### src/rtl/mult_seq.sv
// mult_seq: sequential shift-add multiplier, WIDTH x WIDTH -> 2*WIDTH product.
//
// Ports
//   clk       system clock, all state changes on the rising edge
//   reset     synchronous active-high reset
//   run_i     level start request (debounced Run button)
//   load_i    load request: B <= sw_i, A and X cleared (IDLE only)
//   signed_i  1 = two's-complement multiply, 0 = unsigned; sampled at start
//   sw_i      switch value: load source for B, multiplicand S at start
//   aval_o    register A (upper product half)
//   bval_o    register B (lower product half / multiplier)
//   x_o       register X (product sign in signed mode, carry in unsigned mode)
//   busy_o    high while a multiply is in progress (CLR/ADD/SHIFT)
//   done_o    high in DONE while the product is valid and run_i is held
module mult_seq #(
    parameter int unsigned WIDTH = 8
) (
    input  logic             clk,
    input  logic             reset,
    input  logic             run_i,
    input  logic             load_i,
    input  logic             signed_i,
    input  logic [WIDTH-1:0] sw_i,
    output logic [WIDTH-1:0] aval_o,
    output logic [WIDTH-1:0] bval_o,
    output logic             x_o,
    output logic             busy_o,
    output logic             done_o
);

    localparam int unsigned CntW = $clog2(WIDTH) + 1;

    typedef enum logic [2:0] {
        StIdle,
        StClr,
        StAdd,
        StShift,
        StDone
    } state_e;

    state_e state_q, state_d;

    logic             x_q, x_d;
    logic [WIDTH-1:0] a_q, a_d;
    logic [WIDTH-1:0] b_q, b_d;
    logic [WIDTH-1:0] s_q, s_d;
    logic             m_q, m_d;
    logic [CntW-1:0]  cnt_q, cnt_d;

    logic             last_bit;
    logic [WIDTH:0]   a_ext;
    logic [WIDTH:0]   s_ext;
    logic [WIDTH:0]   sum;

    // Final multiplier bit: in signed mode it carries negative weight.
    assign last_bit = (cnt_q == CntW'(WIDTH - 1));

    // ------------------------------------------------------------------
    // State register
    // ------------------------------------------------------------------
    always_ff @(posedge clk) begin
        if (reset) begin
            state_q <= StIdle;
        end else begin
            state_q <= state_d;
        end
    end

    // ------------------------------------------------------------------
    // Next-state logic
    // ------------------------------------------------------------------
    always_comb begin
        state_d = state_q;
        unique case (state_q)
            StIdle: begin
                // Load has priority; a held run is taken on a later cycle.
                if (!load_i && run_i) begin
                    state_d = StClr;
                end
            end
            StClr:   state_d = StAdd;
            StAdd:   state_d = StShift;
            StShift: state_d = last_bit ? StDone : StAdd;
            StDone: begin
                if (!run_i) begin
                    state_d = StIdle;
                end
            end
            default: state_d = StIdle;
        endcase
    end

    // ------------------------------------------------------------------
    // Output decode (straight from state, no input paths)
    // ------------------------------------------------------------------
    always_comb begin
        busy_o = 1'b0;
        done_o = 1'b0;
        unique case (state_q)
            StClr, StAdd, StShift: busy_o = 1'b1;
            StDone:                done_o = 1'b1;
            default: begin
                busy_o = 1'b0;
                done_o = 1'b0;
            end
        endcase
    end

    // ------------------------------------------------------------------
    // Datapath
    // ------------------------------------------------------------------
    always_comb begin
        a_ext = m_q ? {a_q[WIDTH-1], a_q} : {1'b0, a_q};
        s_ext = m_q ? {s_q[WIDTH-1], s_q} : {1'b0, s_q};
        sum   = (m_q && last_bit) ? (a_ext - s_ext) : (a_ext + s_ext);
    end

    always_comb begin
        x_d   = x_q;
        a_d   = a_q;
        b_d   = b_q;
        s_d   = s_q;
        m_d   = m_q;
        cnt_d = cnt_q;
        case (state_q)
            StIdle: begin
                if (load_i) begin
                    b_d = sw_i;
                    a_d = '0;
                    x_d = 1'b0;
                end else if (run_i) begin
                    s_d   = sw_i;
                    m_d   = signed_i;
                    cnt_d = '0;
                end
            end
            StClr: begin
                a_d = '0;
                x_d = 1'b0;
            end
            StAdd: begin
                if (b_q[0]) begin
                    {x_d, a_d} = sum;
                end
            end
            StShift: begin
                // Arithmetic shift in signed mode, logical in unsigned mode.
                x_d   = m_q ? x_q : 1'b0;
                a_d   = {x_q, a_q[WIDTH-1:1]};
                b_d   = {a_q[0], b_q[WIDTH-1:1]};
                cnt_d = cnt_q + CntW'(1);
            end
            default: begin
                x_d = x_q;
            end
        endcase
    end

    always_ff @(posedge clk) begin
        if (reset) begin
            x_q   <= 1'b0;
            a_q   <= '0;
            b_q   <= '0;
            s_q   <= '0;
            m_q   <= 1'b0;
            cnt_q <= '0;
        end else begin
            x_q   <= x_d;
            a_q   <= a_d;
            b_q   <= b_d;
            s_q   <= s_d;
            m_q   <= m_d;
            cnt_q <= cnt_d;
        end
    end

    assign aval_o = a_q;
    assign bval_o = b_q;
    assign x_o    = x_q;

endmodule

### config.mk
export PLATFORM = sky130hd
export DESIGN_NAME = mult_seq
export DESIGN_NICKNAME = d
export VERILOG_FILES = /design/src/rtl/mult_seq.sv
export SDC_FILE = /design/constraint.sdc
export NUM_CORES = 1
export LEC_CHECK = 0
export BUFFER_PORTS_ARGS = -buffer_cell sky130_fd_sc_hd__clkbuf_2
export CORE_ASPECT_RATIO = 0.7
export CORE_MARGIN = 3
export CORE_UTILIZATION = 31
export DETAILED_ROUTE_END_ITERATION = 16
export PLACE_DENSITY = 0.46
export SETUP_SLACK_MARGIN = 0.05
export SLEW_MARGIN = 20
export SYNTH_ARGS = -nofsm -noshare
export SYNTH_HDL_FRONTEND = slang
export SYNTH_SLANG_ARGS = --single-unit
### constraint.sdc
create_clock -name clk -period 3.5 [get_ports clk]
set_clock_uncertainty 0.1 [all_clocks]
set_input_delay 0.7 -clock clk [delete_from_list [all_inputs] [get_ports clk]]
set_output_delay 0.7 -clock clk [all_outputs]
set_load 0.01 [all_outputs]
==> summary.md, run 1 <==
| Metric | Value |
|---|---|
| Outcome | `finished clean` |
| H-Tree Depth | `2` |
| Crit Path Category | `flip-flop to flip-flop` |
| WL/cell | `14.5 um` |
| Post-Syn Area | `2000 um2` |
| CTS Buffer Depth | `2` |
| Core Box Area | `5990 um2` |
| Worst-Margin Slew | `~700 ps` |
| Clock Sinks | `33` |
| Layout cell share with drive strength beyond 1 | `around 18%` |
| Syn Nets | `275` |
| Hold-fix buffers at CTS | `0` |
| Die ar. | `between 7000 and 8000 um2` |
| Post-Layout Cell Count | `approximately 350` |
| Number of synthesized flops with an enable pin | `0` |
| Final Instance Area | `2300 um2` |
| WP data arrival | `3230 ps` |
| Fmax | `319 MHz` |
| Drt drc | `0` |
| Port Buffers | `31` |
| Clk slew on worst S/H paths | `70 ps` |
| Ys flop type | `dfxtp_1` |
| Min Tclk post-route | `3130 ps` |
| Hold Crit Class | `flip-flop to flip-flop` |
| Dpl hpwl | `3850 um` |
| Vias | `between 1500 and 2000` |
| Hold WS | `397 ps` |
| Worst VDD drop | `0.000166 V` |
| Syn Area/Cell | `7.98 um2` |
| Total track usage | `~14%` |
| Post-route setup TNS | `0 ps` |
| Element type at the critical path start | `flip-flop` |
| Fin crit share | `89.5%` |
| Hold Vio Cnt, Final | `0` |
| Fin. max-slew vios | `0` |
| Post-synth cell types | `47` |
| Slew headroom | `roughly 52%` |
| Async S/R FF share, synth | `0%` |
| Crit path max fanout | `7` |
| Avg Vias per Cell | `5.14` |
| Placer Congestion | `around 0.82` |
| Total CTS buffers | `5` |
| Rows | `23` |
| Die W | `102 um` |
| Grt total ovfl | `0` |
| Clock latency on the worst-skew pair | `280 ps` |
| First-pass GRT wire length | `8420 um` |
| LEAKAGE | `0.933 nW` |
| Cells after synthesis | `about 250` |
| Die H | `approximately 73 um` |
| Vias in the first global route | `1644` |
| Critical Path End Type | `flip-flop` |
| Synth warnings | `0` |
| Number of DRC markers in iteration 0 | `110` |
| Effective utilization at floorplan | `33.5%` |
| Unrepaired setup endpoints after global routing | `no` |
| Setup Fix Bufs, Post-CTS | `0` |
| Root Driver | `clkbuf_8` |
| Ports | `32` |
| Largest net degree at the start of global routing | `29` |
| Drt first pass iters | `4` |
| Drt total wl | `5140 um` |
| Final-report setup violation count | `0` |
| Seq cells post-synth | `33` |
| Nets | `302` |
| Max-Cap Viols | `0` |
| Post-CTS Resized | `0` |
| CTS tree | `done` |
| Area growth from synthesis to layout | `15.0%` |
| Power Dens Cells | `466 nW/um2` |
| DRT antenna net count | `0` |
| Critical Path RT | `3600 ps` |
| # diodes | `0` |
| DP Cell Count | `346` |
| Area after DPL | `between 2000 and 2500 um2` |
| Antenna violations before repair | `0` |
| Sequential element share of the synthesized area | `about a third` |
## through the flow
| step | util (%) | power (mW) | setup slack, ps |
|---|---|---|---|
| finish | 38.5 | 1.07 | 369 |
| global route | 38.5 | 1.15 | 95.4 |
| CTS | 38.5 | 1.08 | 385 |
| detailed placement | 37.0 | 0.785 | 411 |
| global placement | 37.0 | 0.789 | 440 |
| floorplan | - | 0.696 | 591 |
## where the power goes
group | switching (mW) | total (mW) | internal [mW]
registers | 0.0349 | 0.439 | 0.404
clock network | 0.139 | 0.295 | 0.156
logic | 0.194 | 0.339 | 0.146
total | 0.367 | 1.07 | 0.706
## cells in the final DEF (no fill, tap or decap), types with 3 or more instances in the layout
cell type  instances
clkbuf_8           6
xnor2_1            7
a21oi_1           16
o21ai_0           15
nor2b_1            3
nor4_1             4
mux2i_1           10
nand2b_1           3
clkbuf_2          31
nor3_1             7
buf_4              4
dfxtp_1           33
inv_1             12
ha_1              10
a311oi_1           8
nand2_1           18
nor2_1            38
a211oi_1           5
a31oi_1            6
## logic make-up after synthesis
logic type / count (synthesis) / synth area share, %
AOI/OAI and AO/OA: 66 / 21.4
xor gates and xnor gates: 9 / 3.94
adders and majority gates: 11 / 7.25
buffers and inverters: 28 / 5.68
DFF: 33 / 33.0
muxes: 12 / 6.12
and+or+nand+nor: 92 / 22.6
## layer usage
| metal | vias up | track usage [%] | wire [um] |
|---|---|---|---|
| li1 | 957 | - | - |
| met1 | 812 | 22.7 | 2770 |
| met2 | 41 | 18.7 | 1990 |
| met3 | 6 | 4.27 | 326 |
| met4 | 0 | 3.78 | 42 |
| met5 | - | 0 | 0 |
## state kept, by name, indices dropped and copies added (netlist names)
signal   count
aval_o       8
bval_o       8
s_q          8
cnt_q        4
state_q      3
m_q          1
x_o          1
## synth_stat cells (6+ instances only)
| master | number | area share (%) |
|---|---|---|
| mux2i_1 | 10 | 5.0 |
| nand2_1 | 18 | 3.4 |
| dfxtp_1 | 33 | 33 |
| a311oi_1 | 8 | 3.5 |
| inv_1 | 12 | 2.2 |
| a31oi_1 | 6 | 1.9 |
| o21ai_0 | 15 | 3.7 |
| ha_1 | 10 | 6.2 |
| nor2_1 | 38 | 7.1 |
| nor3_1 | 7 | 1.7 |
| buf_2 | 7 | 1.7 |
| clkbuf_1 | 8 | 1.5 |
| xnor2_1 | 7 | 3.1 |
| a21oi_1 | 16 | 4.0 |
## critical path, stage by stage (launching register included)
cell	delay, ps
dfxtp_1	370
ha_1	180
and3b_1	240
and2_1	290
mux2_2	400
fa_1	400
nand2b_1	190
a21oi_1	370
o21ai_0	190
xnor2_1	160
o31ai_2	160
## path summary, 6_finish.rpt
path | slack [ps] | from | cells past startpoint | to
max | 370 | cnt_q[0]$_SDFFE_PP0P_ | 10 | x_o$_SDFFE_PP0P_
min | 400 | bval_o[7]$_SDFFE_PP0P_ | 2 | bval_o[6]$_SDFFE_PP0P_
min reg2reg | 400 | bval_o[7]$_SDFFE_PP0P_ | 2 | bval_o[6]$_SDFFE_PP0P_
max reg2reg | 370 | cnt_q[0]$_SDFFE_PP0P_ | 10 | x_o$_SDFFE_PP0P_
## cell type report
type,instances,area [um2]
fillers,648,3680
multi-input cells,190,1230
flip-flops and latches,33,661
repair buffers,35,185
well taps,75,93.8
clock buffers,7,86.3
inverters,13,48.8
(Power assumes the default switching activity.)
==> run 2: changes to the inputs <==
RECOVER_POWER = 100   (was unset)
==> summary.md, run 2 (synthesis results as in run 1) <==
| Metric | Value |
|---|---|
| Outcome | `finished clean (unchanged)` |
| Crit Path Category | `flip-flop to flip-flop (unchanged)` |
| Nets | `302 (unchanged)` |
| Slew headroom | `4.23% (was 52.2%)` |
| Drt first pass iters | `4 (unchanged)` |
| Worst path bufs/invs | `0 (unchanged)` |
| Placer Congestion | `0.820 (unchanged)` |
| CTS Buffer Depth | `2 (unchanged)` |
| Fin crit share | `90.7% (was 89.5%)` |
| Clock Sinks | `33 (unchanged)` |
| Hold Vio Cnt, Final | `0 (unchanged)` |
| Fin. max-slew vios | `0 (unchanged)` |
| Hold WS | `396 ps (was 397 ps)` |
| Antenna violations before repair | `0 (unchanged)` |
| Slowest CP cell | `fa_1 (was mux2_2)` |
| Most common cell after layout, fill and taps aside | `nor2_1 (unchanged)` |
| Clock latency on the worst-skew pair | `280 ps (about the same)` |
| WL/cell | `14.6 um (was 14.5 um)` |
| Final-report setup violation count | `0 (unchanged)` |
| Hold-fix buffers at CTS | `0 (unchanged)` |
| Die H | `73.3 um (unchanged)` |
| Register area | `661 um2 (unchanged)` |
| Die ar. | `7480 um2 (unchanged)` |
| Drt total wl | `5150 um (was 5140 um)` |
| Setup Fix Bufs, Post-CTS | `0 (unchanged)` |
| Crit path max fanout | `7 (unchanged)` |
| Drt drc | `0 (unchanged)` |
| Post-route setup TNS | `0 ps (unchanged)` |
| Element type at the critical path start | `flip-flop (unchanged)` |
| Filler instances | `657 (was 648)` |
| Area growth from synthesis to layout | `13.3% (was 15.0%)` |
| Core Box Area | `5990 um2 (unchanged)` |
| Top Family by Delay on Critical Path | `simple AND/OR/NAND/NOR gates (was compound AO/OA/AOI/OAI gates)` |
| CTS tree | `done (unchanged)` |
| Grt total ovfl | `0 (unchanged)` |
| Slowest cell delay on critical path | `410 ps (was 400 ps)` |
| Max-Cap Viols | `0 (unchanged)` |
| Unrepaired setup endpoints after global routing | `no (unchanged)` |
| Port Buffers | `31 (unchanged)` |
| Total CTS buffers | `5 (unchanged)` |
| Avg Vias per Cell | `5.15 (was 5.14)` |
| Clk slew on worst S/H paths | `70 ps (about the same)` |
| Layout cell share with drive strength beyond 1 | `10.4% (was 18.3%)` |
| Worst-Margin Slew | `1440 ps (was 717 ps)` |
| Critical Path End Type | `flip-flop (unchanged)` |
| Post-CTS Resized | `0 (unchanged)` |
| Largest net degree at the start of global routing | `29 (unchanged)` |
| LEAKAGE | `0.869 nW (was 0.933 nW)` |
| Most frequent cells in the layout | `40 x nor2_1, 33 x dfxtp_1, 20 x clkbuf_1, 18 x nand2_1, 16 x a21oi_1 (was 38 x nor2_1, 33 x dfxtp_1, 31 x clkbuf_2, 18 x nand2_1, 16 x a21oi_1)` |
| Total track usage | `14.4% (unchanged)` |
| Die W | `102 um (unchanged)` |
| Min Tclk post-route | `3170 ps (was 3130 ps)` |
| # diodes | `0 (unchanged)` |
| DRT antenna net count | `0 (unchanged)` |
| WP data arrival | `3190 ps (was 3230 ps)` |
| Critical Path RT | `3520 ps (was 3600 ps)` |
| Worst VDD drop | `0.000166 V (about the same)` |
| Critical-path cell list | `ha_1 > and3b_1 > and2_1 > mux2_1 > fa_1 > nand2b_1 > a21oi_1 > o21ai_0 > xnor2_1 > o31ai_2 (was ha_1 > and3b_1 > and2_1 > mux2_2 > fa_1 > nand2b_1 > a21oi_1 > o21ai_0 > xnor2_1 > o31ai_2)` |
| Vias in the first global route | `1644 (unchanged)` |
| Power Dens Cells | `470 nW/um2 (was 466 nW/um2)` |
| Vias | `1817 (was 1816)` |
| Hold Crit Class | `flip-flop to flip-flop (unchanged)` |
| First-pass GRT wire length | `8420 um (unchanged)` |
| Root Driver | `clkbuf_8 (unchanged)` |
| Ports | `32 (unchanged)` |
| Effective utilization at floorplan | `33.5% (unchanged)` |
| Number of DRC markers in iteration 0 | `85 (was 110)` |
| Fin util | `37.9% (was 38.5%)` |
| H-Tree Depth | `2 (unchanged)` |
| Rows | `23 (unchanged)` |
| Dpl hpwl | `3850 um (unchanged)` |
| Fmax | `315 MHz (was 319 MHz)` |
| Multi-input combinational cell area | `1220 um2 (was 1230 um2)` |
[run 2: changes by cell type in the layout (fill, tap and decap cells not counted), sizes merged]
cell    previous run  this run
buf                4         2
clkbuf            38        40
[run 2: worst paths after layout]
| path | from | end | cells after the start | slack, ps |
|---|---|---|---|---|
| min | bval_o[7]$_SDFFE_PP0P_ | bval_o[6]$_SDFFE_PP0P_ | 2 | 400 |
| max reg2reg | cnt_q[0]$_SDFFE_PP0P_ | x_o$_SDFFE_PP0P_ | 10 | 330 |
| min reg2reg | bval_o[7]$_SDFFE_PP0P_ | bval_o[6]$_SDFFE_PP0P_ | 2 | 400 |
| max | cnt_q[0]$_SDFFE_PP0P_ | x_o$_SDFFE_PP0P_ | 10 | 330 |
[run 2: final cells by class]
class | instances | share of cell area, %
Tap cell | 75 | 4.13
Sequential cell | 33 | 29.1
Inverter | 13 | 2.15
Multi-Input combinational cell | 190 | 53.9
Timing Repair Buffer | 35 | 6.89
Clock buffer | 7 | 3.80
[run 2: power breakdown]
group	leakage, nW	internal, mW	switching (mW)
Sequential	0.271	0.404	0.0344
Combinational	0.554	0.140	0.194
Clock	0.0443	0.156	0.139
Total	0.869	0.700	0.368
[run 2: layer usage]
| layer | share of wire, % | vias up | GRT usage [%] | wire, um |
|---|---|---|---|---|
| li1 | - | 956 | - | - |
| met1 | 56 | 821 | 22.7 | 2870 |
| met2 | 38 | 34 | 18.7 | 1970 |
| met3 | 5.2 | 6 | 4.27 | 269 |
| met4 | 0.82 | 0 | 3.78 | 42 |
| met5 | 0 | - | 0 | 0 |
[run 2: worst reg2reg max path: stages, from the launching register on]
cell,delay [ps]
dfxtp_1,370
ha_1,180
and3b_1,250
and2_1,290
mux2_1,400
fa_1,410
nand2b_1,190
a21oi_1,370
o21ai_0,200
xnor2_1,200
o31ai_2,70
[run 2: metrics by stage]
stage	worst slack, ps	cells	instance area, um2	total power [mW]
6_report	326	353	2270	1.07
5_1_grt	51.7	353	2270	1.14
4_1_cts	385	353	2300	1.08
3_5_place_dp	411	346	2220	0.785
3_3_place_gp	440	346	2220	0.789
2_1_floorplan	591	251	2000	0.696
